**src/rtl/judge_line_scan.sv**
```systemverilog
// Scans a board line in 5-cell windows, one per cycle, and accumulates a saturating pattern score.
// Define JUDGE_OPEN_END_EN to double 3/4-stone windows whose two outer neighbours are empty.
module judge_line_scan #(
   parameter int LINE_LEN = 15,
   parameter int SCORE_W  = 16
) (
   input  logic                clk,
   input  logic                rst_n,
   input  logic                start,
   input  logic [LINE_LEN-1:0] own,
   input  logic [LINE_LEN-1:0] opp,
   output logic                busy,
   output logic                done,
   output logic [2:0]          best_type,
   output logic [4:0]          best_pos,
   output logic [SCORE_W-1:0]  score
);

   typedef enum logic [1:0] {S_IDLE, S_SCAN, S_DONE} state_t;

   localparam logic [4:0]       LAST_P = 5'(LINE_LEN - 5);
   localparam int               ACC_W  = ((SCORE_W > 15) ? SCORE_W : 15) + 1;
   localparam logic [ACC_W-1:0] SAT    = (ACC_W'(1) << SCORE_W) - ACC_W'(1);

   state_t                state_q, state_d;
   logic [LINE_LEN-1:0]   own_q, own_d, opp_q, opp_d;
   logic [4:0]            p_q, p_d;
   logic                  busy_q, busy_d, done_q, done_d;
   logic [2:0]            best_type_q, best_type_d;
   logic [4:0]            best_pos_q, best_pos_d;
   logic [SCORE_W-1:0]    score_q, score_d;
   // Second pipeline stage: one evaluated window waiting to be accumulated.
   logic                  win_vld_q, win_vld_d, win_last_q, win_last_d;
   logic [2:0]            win_k_q, win_k_d;
   logic [14:0]           win_w_q, win_w_d;
   logic [4:0]            win_pos_q, win_pos_d;

   logic [4:0]            own_win, opp_win;
   logic [2:0]            k;
   logic                  live;
   logic [14:0]           w;
   logic [ACC_W-1:0]      sum;
`ifdef JUDGE_OPEN_END_EN
   logic [LINE_LEN+1:0]   occ_w;
   logic                  open_end;
`endif

   always_comb begin
      own_win = 5'(own_q >> p_q);
      opp_win = 5'(opp_q >> p_q);
      live    = (opp_win == 5'd0);
      k       = 3'd0;
      for (int i = 0; i < 5; i++) begin
         k = k + 3'(own_win[i]);
      end
      case (k)
         3'd1:    w = 15'd1;
         3'd2:    w = 15'd10;
         3'd3:    w = 15'd100;
         3'd4:    w = 15'd1000;
         3'd5:    w = 15'd10000;
         default: w = 15'd0;
      endcase
`ifdef JUDGE_OPEN_END_EN
      // Guard bits on both ends so cells p-1 and p+5 land at bits 0 and 6.
      occ_w    = {1'b0, own_q | opp_q, 1'b0} >> p_q;
      open_end = (p_q != 5'd0) && (p_q < LAST_P) && !occ_w[0] && !occ_w[6]
                 && ((k == 3'd3) || (k == 3'd4));
      if (open_end) begin
         w = w << 1;
      end
`endif
      sum = ACC_W'(score_q) + ACC_W'(win_w_q);
   end

   always_comb begin
      state_d     = state_q;
      own_d       = own_q;
      opp_d       = opp_q;
      p_d         = p_q;
      busy_d      = busy_q;
      done_d      = 1'b0;
      best_type_d = best_type_q;
      best_pos_d  = best_pos_q;
      score_d     = score_q;
      win_vld_d   = 1'b0;
      win_last_d  = 1'b0;
      win_k_d     = win_k_q;
      win_w_d     = win_w_q;
      win_pos_d   = win_pos_q;
      case (state_q)
         S_IDLE: begin
            busy_d = 1'b0;
            if (start) begin
               state_d     = S_SCAN;
               busy_d      = 1'b1;
               own_d       = own;
               opp_d       = opp;
               p_d         = 5'd0;
               best_type_d = 3'd0;
               best_pos_d  = 5'd0;
               score_d     = '0;
            end
         end
         S_SCAN: begin
            win_vld_d  = 1'b1;
            win_last_d = (p_q == LAST_P);
            win_k_d    = live ? k : 3'd0;
            win_w_d    = live ? w : 15'd0;
            win_pos_d  = p_q;
            if (p_q != LAST_P) begin
               p_d = p_q + 5'd1;
            end
            if (win_vld_q) begin
               score_d = (sum > SAT) ? SCORE_W'(SAT) : SCORE_W'(sum);
               // Strict compare keeps the earliest window on ties.
               if (win_k_q > best_type_q) begin
                  best_type_d = win_k_q;
                  best_pos_d  = win_pos_q;
               end
               if (win_last_q) begin
                  state_d   = S_DONE;
                  busy_d    = 1'b0;
                  done_d    = 1'b1;
                  win_vld_d = 1'b0;
               end
            end
         end
         S_DONE: begin
            state_d = S_IDLE;
         end
         default: begin
            state_d = S_IDLE;
            busy_d  = 1'b0;
         end
      endcase
   end

   always_ff @(posedge clk or negedge rst_n) begin
      if (!rst_n) begin
         state_q     <= S_IDLE;
         own_q       <= '0;
         opp_q       <= '0;
         p_q         <= 5'd0;
         busy_q      <= 1'b0;
         done_q      <= 1'b0;
         best_type_q <= 3'd0;
         best_pos_q  <= 5'd0;
         score_q     <= '0;
         win_vld_q   <= 1'b0;
         win_last_q  <= 1'b0;
         win_k_q     <= 3'd0;
         win_w_q     <= 15'd0;
         win_pos_q   <= 5'd0;
      end else begin
         state_q     <= state_d;
         own_q       <= own_d;
         opp_q       <= opp_d;
         p_q         <= p_d;
         busy_q      <= busy_d;
         done_q      <= done_d;
         best_type_q <= best_type_d;
         best_pos_q  <= best_pos_d;
         score_q     <= score_d;
         win_vld_q   <= win_vld_d;
         win_last_q  <= win_last_d;
         win_k_q     <= win_k_d;
         win_w_q     <= win_w_d;
         win_pos_q   <= win_pos_d;
      end
   end

   assign busy      = busy_q;
   assign done      = done_q;
   assign best_type = best_type_q;
   assign best_pos  = best_pos_q;
   assign score     = score_q;

endmodule
```
**config.mk**
```make
export PLATFORM = sky130hd
export DESIGN_NAME = judge_line_scan
export DESIGN_NICKNAME = d
export VERILOG_FILES = /design/src/rtl/judge_line_scan.sv
export SDC_FILE = /design/constraint.sdc
export NUM_CORES = 1
export LEC_CHECK = 0
export ABC_CLOCK_PERIOD_IN_PS = 4800
export CAP_MARGIN = 20
export CELL_PAD_IN_SITES_DETAIL_PLACEMENT = 1
export CELL_PAD_IN_SITES_GLOBAL_PLACEMENT = 1
export CORE_ASPECT_RATIO = 0.8
export CORE_MARGIN = 5
export CORE_UTILIZATION = 44
export CTS_BUF_LIST = sky130_fd_sc_hd__clkbuf_4 sky130_fd_sc_hd__clkbuf_8
export DETAILED_ROUTE_END_ITERATION = 8
export PLACE_DENSITY = 0.83
export SYNTH_ARGS = -nofsm -noshare
export SYNTH_HDL_FRONTEND = slang
export SYNTH_SLANG_ARGS = --single-unit
```
**constraint.sdc**
```tcl
create_clock -name clk -period 4.8 [get_ports clk]
set_input_delay 0.72 -clock clk [delete_from_list [all_inputs] [get_ports clk]]
set_output_delay 0.72 -clock clk [all_outputs]
set_load 0.02 [all_outputs]
```
# [Word-level counts from Yosys, hierarchy flattened]
# Cells that the tools add are included.
[op_classes] n_addsub=6 n_lt_le_gt_ge=2 n_eq_ne=14 n_shift=2 mux=32 bitwise=1 reduce_logical=9
[ops] op="one-hot mux 14 bit (5 select lines)" n=1
[ops] op="2-to-1 mux 16 bit" n=3
[ops] op="one-hot mux 16 bit (2 select lines)" n=1
[ops] op="right shift 15 x 5 -> 5 bit" n=2
[ops] op="2-to-1 mux 5 bit" n=4
[ops] op="one-hot mux 5 bit (2 select lines)" n=2
[ops] op="adder 16 x 15 -> 17 bit" n=1
[ops] op="> comparator 17 x 16 -> 1 bit (second input constant)" n=1
[ops] op="2-to-1 mux 15 bit" n=1
[ops] op="2-to-1 mux 3 bit" n=4
[ops] op="AND reduction 3 bit" n=4
[ops] op="2-to-1 mux 1 bit" n=10
[ops] op="!= test 2 bit (second input constant)" n=5
[ops] op="adder 3 x 1 -> 3 bit" n=2
[ops] op="equality test 3 x 2 -> 1 bit (second input constant)" n=2
[ops] op="equality test 3 bit (second input constant)" n=2
[ops] op="2-to-1 mux 2 bit" n=3
[ops] op="one-hot mux 3 bit (2 select lines)" n=1
[ops] op="adder 5 x 1 -> 5 bit (second input constant)" n=1
[ops] op="equality test 5 x 4 -> 1 bit (second input constant)" n=1
[ops] op="logical NOT 5 bit" n=1
[ops] op="!= test 5 x 4 -> 1 bit (second input constant)" n=1
[ops] op="one-hot mux 2 bit (2 select lines)" n=1
[ops] op="AND reduction 4 bit" n=1
[ops] op="11 further kinds" n=11
[totals] reg_bits=88 in_bits=33 word_cells=80

# [Depth between registers and ports, before layout]
# Gate-level depths: netlist (run 1).
[depth] word_depth=8 mapped_depth=15 mapped_depth_nobuf=13

# [Worst setup path after synthesis (run 1)]
# No wires, ideal clock.
[synth_timing] path_type="reg-to-reg" start="reg p_q[0]" end="reg win_w_q[3]" arrival_ps=3818 setup_slack_ps=860 stages_incl_launch_ff=14 period_less_slack_ps=3940 cell_sequence="dfrtp_1 -> buf_4 -> buf_4 -> buf_4 -> mux2i_1 -> mux4_2 -> a211o_1 -> fa_1 -> inv_1 -> fa_1 -> ha_1 -> nor2b_1 -> or2_2 -> a32o_1"
[synth_between] elab_chain_len=8
[synth_rtl] element="start: declaration" line="27" rtl="logic [4:0] p_q, p_d;"
[synth_rtl] element="start signal: assignment" line="159" rtl="p_q <= p_d;"
[synth_rtl] element="right shift 15 x 5 -> 5 bit" line="49" rtl="own_win = 5'(own_q >> p_q);"
[synth_rtl] element="adder 1 x 1 -> 2 bit" line="54" rtl="k = k + 3'(own_win[i]);"
[synth_rtl] element="adder 2 x 1 -> 3 bit" line="54"
[synth_rtl] element="adder 3 x 1 -> 3 bit (2 in a row)" line="54"
[synth_rtl] element="equality test 3 bit, or another cell as far along" line="56" rtl="case (k)"
[synth_rtl] element="one-hot mux 14 bit (5 select lines)" line="56"
[synth_rtl] element="2-to-1 mux 15 bit *" line="109" rtl="win_w_d = live ? w : 15'd0;"
[synth_rtl] element="end signal: assignment" line="168" rtl="win_w_q <= win_w_d;"
[synth_rtl] element="end: declaration" line="35" rtl="logic [14:0] win_w_q, win_w_d;"
# Every way passes the cells marked *; elsewhere a longest branch is shown, timed or not.
# A chain may end at the register's enable or synchronous reset.

# [Worst setup path in the final report (run 1)]
# Ends and elaborated chain as after synthesis.

==> impl_metrics.py, run 1 <==
metrics = {
    "placement": {
        "dp_hpwl_mm": 8.636,
        "placed_cell_area_um2": 5275,
        "portBuffers": 58,
        "gp_congestion": 0.8367,
    },
    "power_and_ir_drop": {
        "power_frac_comb_pct": 57.6,
        "p_leak_nw": 2.512,
        "peakVddDrop_v": 0.0003712,
        "switching_share_pct": 45.54,
        "p_int_w": 0.002376,
        "power_density_nw_per_um2": 788.1,
        "power_switching_w": 0.001987,
        "clkPwrFrac_pct": 13.4,
        "p_seq_share_pct": 29.0,
    },
    "timing": {
        "rsz0062_at_grt": "false",
        "hold_viol_final": 0,
        "setup_violations": 0,
        "fmax_ghz": 0.2423,
        "drv_slew": 0,
        "tns_ns": 0,
        "finalClockSkew_ns": 0.006798,
        "tightest_slew_ns": 0.7935,
        "period_share_pct": 85.98,
        "fin_crit_ns": 4.127,
        "slew_headroom_pct": 47.10,
        "holdWs_ns": 0.1926,
    },
    "clock_network": {
        "hold_buffers": 0,
        "clockBufferDepth": 2,
        "clkTransAtPathRegs_ns": 0.08,
        "cts_made_buffers": 9,
        "cts_tree": "built",
        "htree_levels": 3,
        "cts_sinks": 81,
        "post_cts_buffers": 0,
        "clock-root-buffer": "clkbuf_8",
        "clkLatencyLatePin_ns": 0.37,
        "cts_resized": 0,
    },
    "final_layout": {
        "areaGrowthSynthToFinish_pct": 19.85,
        "layout-drive-gt1-share_pct": 7.763,
        "diodes": 0,
        "fin_area_um2": 5537,
        "nets": 590,
        "utilization_pct": 54.07,
    },
    "yosys": {
        "syn_avg_cell_area_um2": 9.447,
        "synthDistinctLibCells": 60,
        "netlist_area_um2": 4619,
        "yosys_warnings": 0,
        "ys_ff_latch": 81,
        "ys_seq_area_share_pct": 43.88,
        "syn_nets": 543,
        "syn_inst": 489,
        "synth_edf_count": 0,
        "synth-main-ff-cell": "dfrtp_1",
        "synthArstFlopShare_pct": 100.0,
    },
    "global_route": {
        "antenna_found_initial": 0,
        "grt_overflow_total": 0,
        "grt_pass1_wl_mm": 20.20,
        "grt_usage_pct": 19.67,
        "grt_max_degree": 82,
        "grt_pass1_vias": 4034,
    },
    "worst_setup_path": {
        "r2r_setup_slack_ns": 0.67,
        "regToRegEndpoint": "win_w_q[3]",
        "critPathArrivalTime_ns": 4.39,
        "critPathMaxFanout": 17,
        "timing.rr.start": "p_q[0]",
        "end_kind": "register",
        "critPathKind": "register to register",
        "cp.required_ns": 5.06,
        "reg2reg_depth": 10,
        "start_kind": "register",
    },
    "die": {
        "die-width_um": 124.6,
        "ios": 59,
        "rows": 33,
        "core_area_um2": 10240,
        "die_area_um2": 12660,
        "die_h_um": 101.6,
        "initial_core_util_pct": 45.11,
    },
    "drt": {
        "drc_errors": 0,
        "num_vias": 3854,
        "wl_per_cell_um": 17.59,
        "drt_iter0_drc": 222,
        "antenna_left": 0,
        "vias_per_cell": 5.659,
        "dr.pass1.iters": 4,
        "routed_wl_mm": 11.98,
    },
    "min_path": {
        "min_path_type": "input pin to asynchronous set/reset pin",
    },
    "run": {
        "cap_violations": 0,
    },
    "status": {
        "status": "finished clean",
    },
}
state kept, by name (all words and copies together), names as in the netlist:
register,flops
score,16
opp_q,15
own_q,15
win_w_q,8
best_pos,5
p_q,5
win_pos_q,5
best_type,3
win_k_q,3
state_q,2
busy,1
done,1
win_last_q,1
win_vld_q,1
routing by layer:
metal | global-route usage [%] | vias to the layer above | part of all wire, %
met1 | 24.53 | 1932 | 44
met3 | 4.059 | 14 | 3.7
met2 | 34.80 | 74 | 51
met4 | 6.150 | 0 | 1.2
met5 | 0 | - | 0
li1 | - | 1834 | -
how the worst max path moves through the flow:
stage,start,endpoint,cells past startpoint
detailed placement,p_q[0],win_w_q[3],10
global placement,p_q[0],win_w_q[3],10
global route,p_q[0],win_w_q[3],10
finish,p_q[0],win_w_q[3],10
CTS,p_q[0],win_w_q[3],10
floorplan,p_q[0],win_w_q[3],13
cell type report:
type / instances / area (µm²)
flip-flops and latches: 81 / 2027
inverters: 17 / 63.81
multi-input cells: 363 / 2394
repair buffers: 64 / 643.1
well taps: 140 / 175.2
clock buffers: 14 / 173.9
fillers: 1220 / 4703
clock inverters: 2 / 60.06
cell usage in the layout, fill, tap and decap left out, types with 4 or more instances in the layout:
cell	n
a211oi_1	8
nor2b_1	9
nor3_1	4
nand4_1	6
mux2_2	4
a32o_1	6
dfrtp_1	81
xnor2_1	6
o21ai_0	14
and2_1	5
a31oi_1	14
a22o_1	13
clkdlybuf4s50_1	57
nand2_1	111
ha_1	18
a21oi_1	35
clkbuf_8	11
nand3_1	6
and3_1	5
buf_4	6
mux2i_1	14
inv_1	15
xor2_1	7
nor2_1	24
nand2b_1	5
mux4_2	7
critical path, stage by stage (launching register included):
cell and delay [ns]:
dfrtp_1 0.85, mux2i_1 0.21, mux4_2 0.52, a211o_1 0.34
fa_1 0.54, inv_1 0.05, fa_1 0.43, ha_1 0.36
nor2b_1 0.19, or2_2 0.28, a32o_1 0.25
through the flow:
| stage | setup slack [ns] | instances | power [W] |
|---|---|---|---|
| 2_1_floorplan | 0.8604 | 489 | 0.003049 |
| 3_3_place_gp | 0.7969 | 664 | 0.003602 |
| 3_5_place_dp | 0.6715 | 664 | 0.003782 |
| 4_1_cts | 0.6685 | 680 | 0.004393 |
| 5_1_grt | 0.4880 | 681 | 0.004716 |
| 6_report | 0.6727 | 681 | 0.004363 |
power groups by stage:
stage / sequential, W / combinational (W) / clock [W]
after floorplan: 0.00123 / 0.00182 / 0
after global placement: 0.00126 / 0.00235 / 0
after detailed placement: 0.00128 / 0.00250 / 0
after CTS: 0.00127 / 0.00252 / 0.000606
after global routing: 0.00131 / 0.00277 / 0.000632
final: 0.00126 / 0.00251 / 0.000586
cell usage after synthesis, drive strengths merged, types with 6 or more instances:
library cell,number,area (µm²)
ha,18,225.2
nor2b,9,56.30
a32o,6,60.06
mux2i,14,140.1
mux4,7,157.7
a31oi,15,108.9
clkbuf,18,67.56
a21oi,35,175.2
nand4,6,37.54
dfrtp,81,2027
buf,10,67.56
o21ai,15,75.07
nand3,6,30.03
xnor2,6,52.55
inv,16,60.05
a211oi,8,60.06
nand2,111,416.7
xor2,7,61.31
nor2,24,90.09
a22o,13,113.9
logic make-up after synthesis:
| family | after synthesis | synth area share, % |
|---|---|---|
| simple gates | 184 | 17.61 |
| compound gates | 120 | 18.15 |
| flops | 81 | 43.88 |
| buf+inv | 45 | 4.306 |
| mux | 25 | 7.421 |
| fa+ha+maj | 21 | 6.176 |
| xor+xnor | 13 | 2.465 |
Power figures use the tool's default switching activity.
==> inputs of run 2 (changes only) <==
--- a/config.mk
+++ b/config.mk
@@ -6,11 +6,11 @@
 export NUM_CORES = 1
 export LEC_CHECK = 0
 export ABC_CLOCK_PERIOD_IN_PS = 4800
-export CAP_MARGIN = 20
+export CAP_MARGIN = 5
 export CELL_PAD_IN_SITES_DETAIL_PLACEMENT = 1
 export CELL_PAD_IN_SITES_GLOBAL_PLACEMENT = 1
 export CORE_ASPECT_RATIO = 0.8
-export CORE_MARGIN = 5
+export CORE_MARGIN = 2
 export CORE_UTILIZATION = 44
 export CTS_BUF_LIST = sky130_fd_sc_hd__clkbuf_4 sky130_fd_sc_hd__clkbuf_8
 export DETAILED_ROUTE_END_ITERATION = 8
@@ -18,3 +18,4 @@
 export SYNTH_ARGS = -nofsm -noshare
 export SYNTH_HDL_FRONTEND = slang
 export SYNTH_SLANG_ARGS = --single-unit
+export TNS_END_PERCENT = 20
==> run 2 against run 1 <==
Sequential cell count unchanged. Die area is 10% lower. Non-clock buffer count stayed put. Total power fell by 1.5%. Final area is 0.54% lower. Register-to-register slack hardly changed. Clock power fell by 3.4%. Sequential share of layout area up 0.20 points. Final cell count unchanged. Critical endpoint unchanged.
==> impl_metrics.py, run 2 (synthesis gave the netlist of run 1 again) <==
metrics = {
    "worst_setup_path": {
        "start_kind": "register",
        "critPathArrivalTime_ns": 4.40,
        "r2r_setup_slack_ns": 0.67,
        "crit_chain": "mux2i_1 > mux4_2 > a211o_1 > fa_1 > inv_1 > fa_1 > ha_1 > nor2b_1 > or2_2 > a32o_1",
        "cp.required_ns": 5.07,
        "critPathKind": "register to register",
        "slowest_stage": "dfrtp_1",
        "path_common_cell": "fa_1",
        "slowest_delay_ns": 0.87,
        "end_kind": "register",
        "critPathMaxFanout": 18,
    },
    "die": {
        "rows": 33,
        "core_area_um2": 10240,
        "die-width_um": 118.6,
        "die_area_um2": 11340,
        "initial_core_util_pct": 45.11,
        "ios": 59,
        "die_h_um": 95.65,
    },
    "drt": {
        "drt_iter0_drc": 122,
        "antenna_left": 0,
        "dr.pass1.iters": 5,
        "wl_per_cell_um": 17.03,
        "vias_per_cell": 5.574,
        "drc_errors": 0,
        "num_vias": 3796,
        "routed_wl_mm": 11.60,
    },
    "clock_network": {
        "post_cts_buffers": 0,
        "clkLatencyLatePin_ns": 0.38,
        "clkTransAtPathRegs_ns": 0.09,
        "cts_resized": 0,
        "clockBufferDepth": 2,
        "hold_buffers": 0,
        "clock-root-buffer": "clkbuf_8",
        "htree_levels": 3,
        "cts_made_buffers": 9,
        "cts_sinks": 81,
        "cts_tree": "built",
    },
    "placement": {
        "dp_hpwl_mm": 8.391,
        "placed_cell_area_um2": 5283,
        "portBuffers": 58,
        "gp_congestion": 0.8665,
        "post-place-ws_ns": 0.6590,
    },
    "timing": {
        "hold_viol_final": 0,
        "finalClockSkew_ns": 0.01549,
        "rsz0062_at_grt": "false",
        "period_share_pct": 86.02,
        "slew_headroom_pct": 46.34,
        "tightest_slew_ns": 0.8048,
        "setup_slack_ns": 0.6710,
        "drv_slew": 0,
        "setup_violations": 0,
        "fmax_ghz": 0.2422,
        "fin_crit_ns": 4.129,
        "tns_ns": 0,
    },
    "final_layout": {
        "layout-drive-gt1-share_pct": 7.763,
        "final_cell_mix": "nand2_1 (111), dfrtp_1 (81), clkdlybuf4s50_1 (57)",
        "fin_area_um2": 5507,
        "diodes": 0,
        "nets": 590,
        "layout_commonest_cell": "nand2_1",
        "utilization_pct": 53.78,
        "fill_cells": 1204,
        "areaGrowthSynthToFinish_pct": 19.20,
        "largest_reg_flops": 16,
    },
    "run": {
        "cap_violations": 0,
    },
    "global_route": {
        "grt_busiest_layer": "met2",
        "grt_pass1_wl_mm": 20.00,
        "grt_max_degree": 46,
        "gr-usage-met1_pct": 28.40,
        "grt_overflow_total": 0,
        "antenna_found_initial": 0,
        "grt_usage_pct": 22.43,
        "grt_pass1_vias": 3925,
        "met3_usage_pct": 4.486,
        "use_met2_pct": 38.75,
    },
    "power_and_ir_drop": {
        "peakVddDrop_v": 0.0005308,
        "p_leak_nw": 2.489,
        "power_density_nw_per_um2": 780.7,
    },
    "min_path": {
        "min_path_type": "input pin to asynchronous set/reset pin",
    },
    "status": {
        "status": "finished clean",
    },
}
-- run 2: cell count changes in the layout (fill, tap and decap cells not counted) --
cell	delta
clkbuf_8	-2
buf_16	-1
clkbuf_4	-2
clkinvlp_4	+2
clkinv_4	+2
buf_4	+1
-- run 2: report_power, final --
part | internal (W) | switching (W) | leakage [nW] | total [W]
registers | 0.000955 | 0.000303 | 1.02 | 0.00126
clock network | 0.000300 | 0.000266 | 0.106 | 0.000566
logic | 0.00108 | 0.00140 | 1.36 | 0.00248
-- run 2: per-layer routing --
layer	wire [µm]	vias to the layer above
li1	-	1824
met1	5185	1885
met2	5856	69
met3	396	18
met4	158	0
met5	0	-
-- run 2: worst max-delay path: cells and delay by family, from the launching register on --
family	cells	cell delay, ns
multiplexers	2	0.72
AND/OR/NAND/NOR	2	0.48
buffers and inverters	1	0.05
AO/OA/AOI/OAI	2	0.59
flip-flops	1	0.87
adder cells (fa/ha/maj)	3	1.32
-- run 2: final timing paths --
check	startpoint	cells past startpoint	end
min reg2reg	win_pos_q[1]	2	win_pos_q[1]
min	rst_n	1	score[15]
max in group asynchronous	rst_n	2	own_q[7]
max	p_q[0]	10	win_w_q[3]
min in group clk	win_pos_q[1]	2	win_pos_q[1]
max reg2reg	p_q[0]	10	win_w_q[3]
-- run 2: area by class of cell --
cell class	instances	area (µm²)	share of cell area (%)
sequential	81	2027	36.81
tap	140	175.2	3.181
inverter	17	63.81	1.159
multi-input combinational	363	2394	43.47
clock inverter	6	92.59	1.681
timing repair buffer	64	623.1	11.32
clock buffer	10	131.4	2.386
-- run 2: metrics by stage --
step,std cells,hold slack (ns),total power [W]
floorplan,489,0.4244,0.003049
global placement,665,0.4728,0.003601
detailed placement,665,0.4769,0.003746
CTS,681,0.3197,0.004329
global route,681,0.3378,0.004690
finish,681,0.3189,0.004299
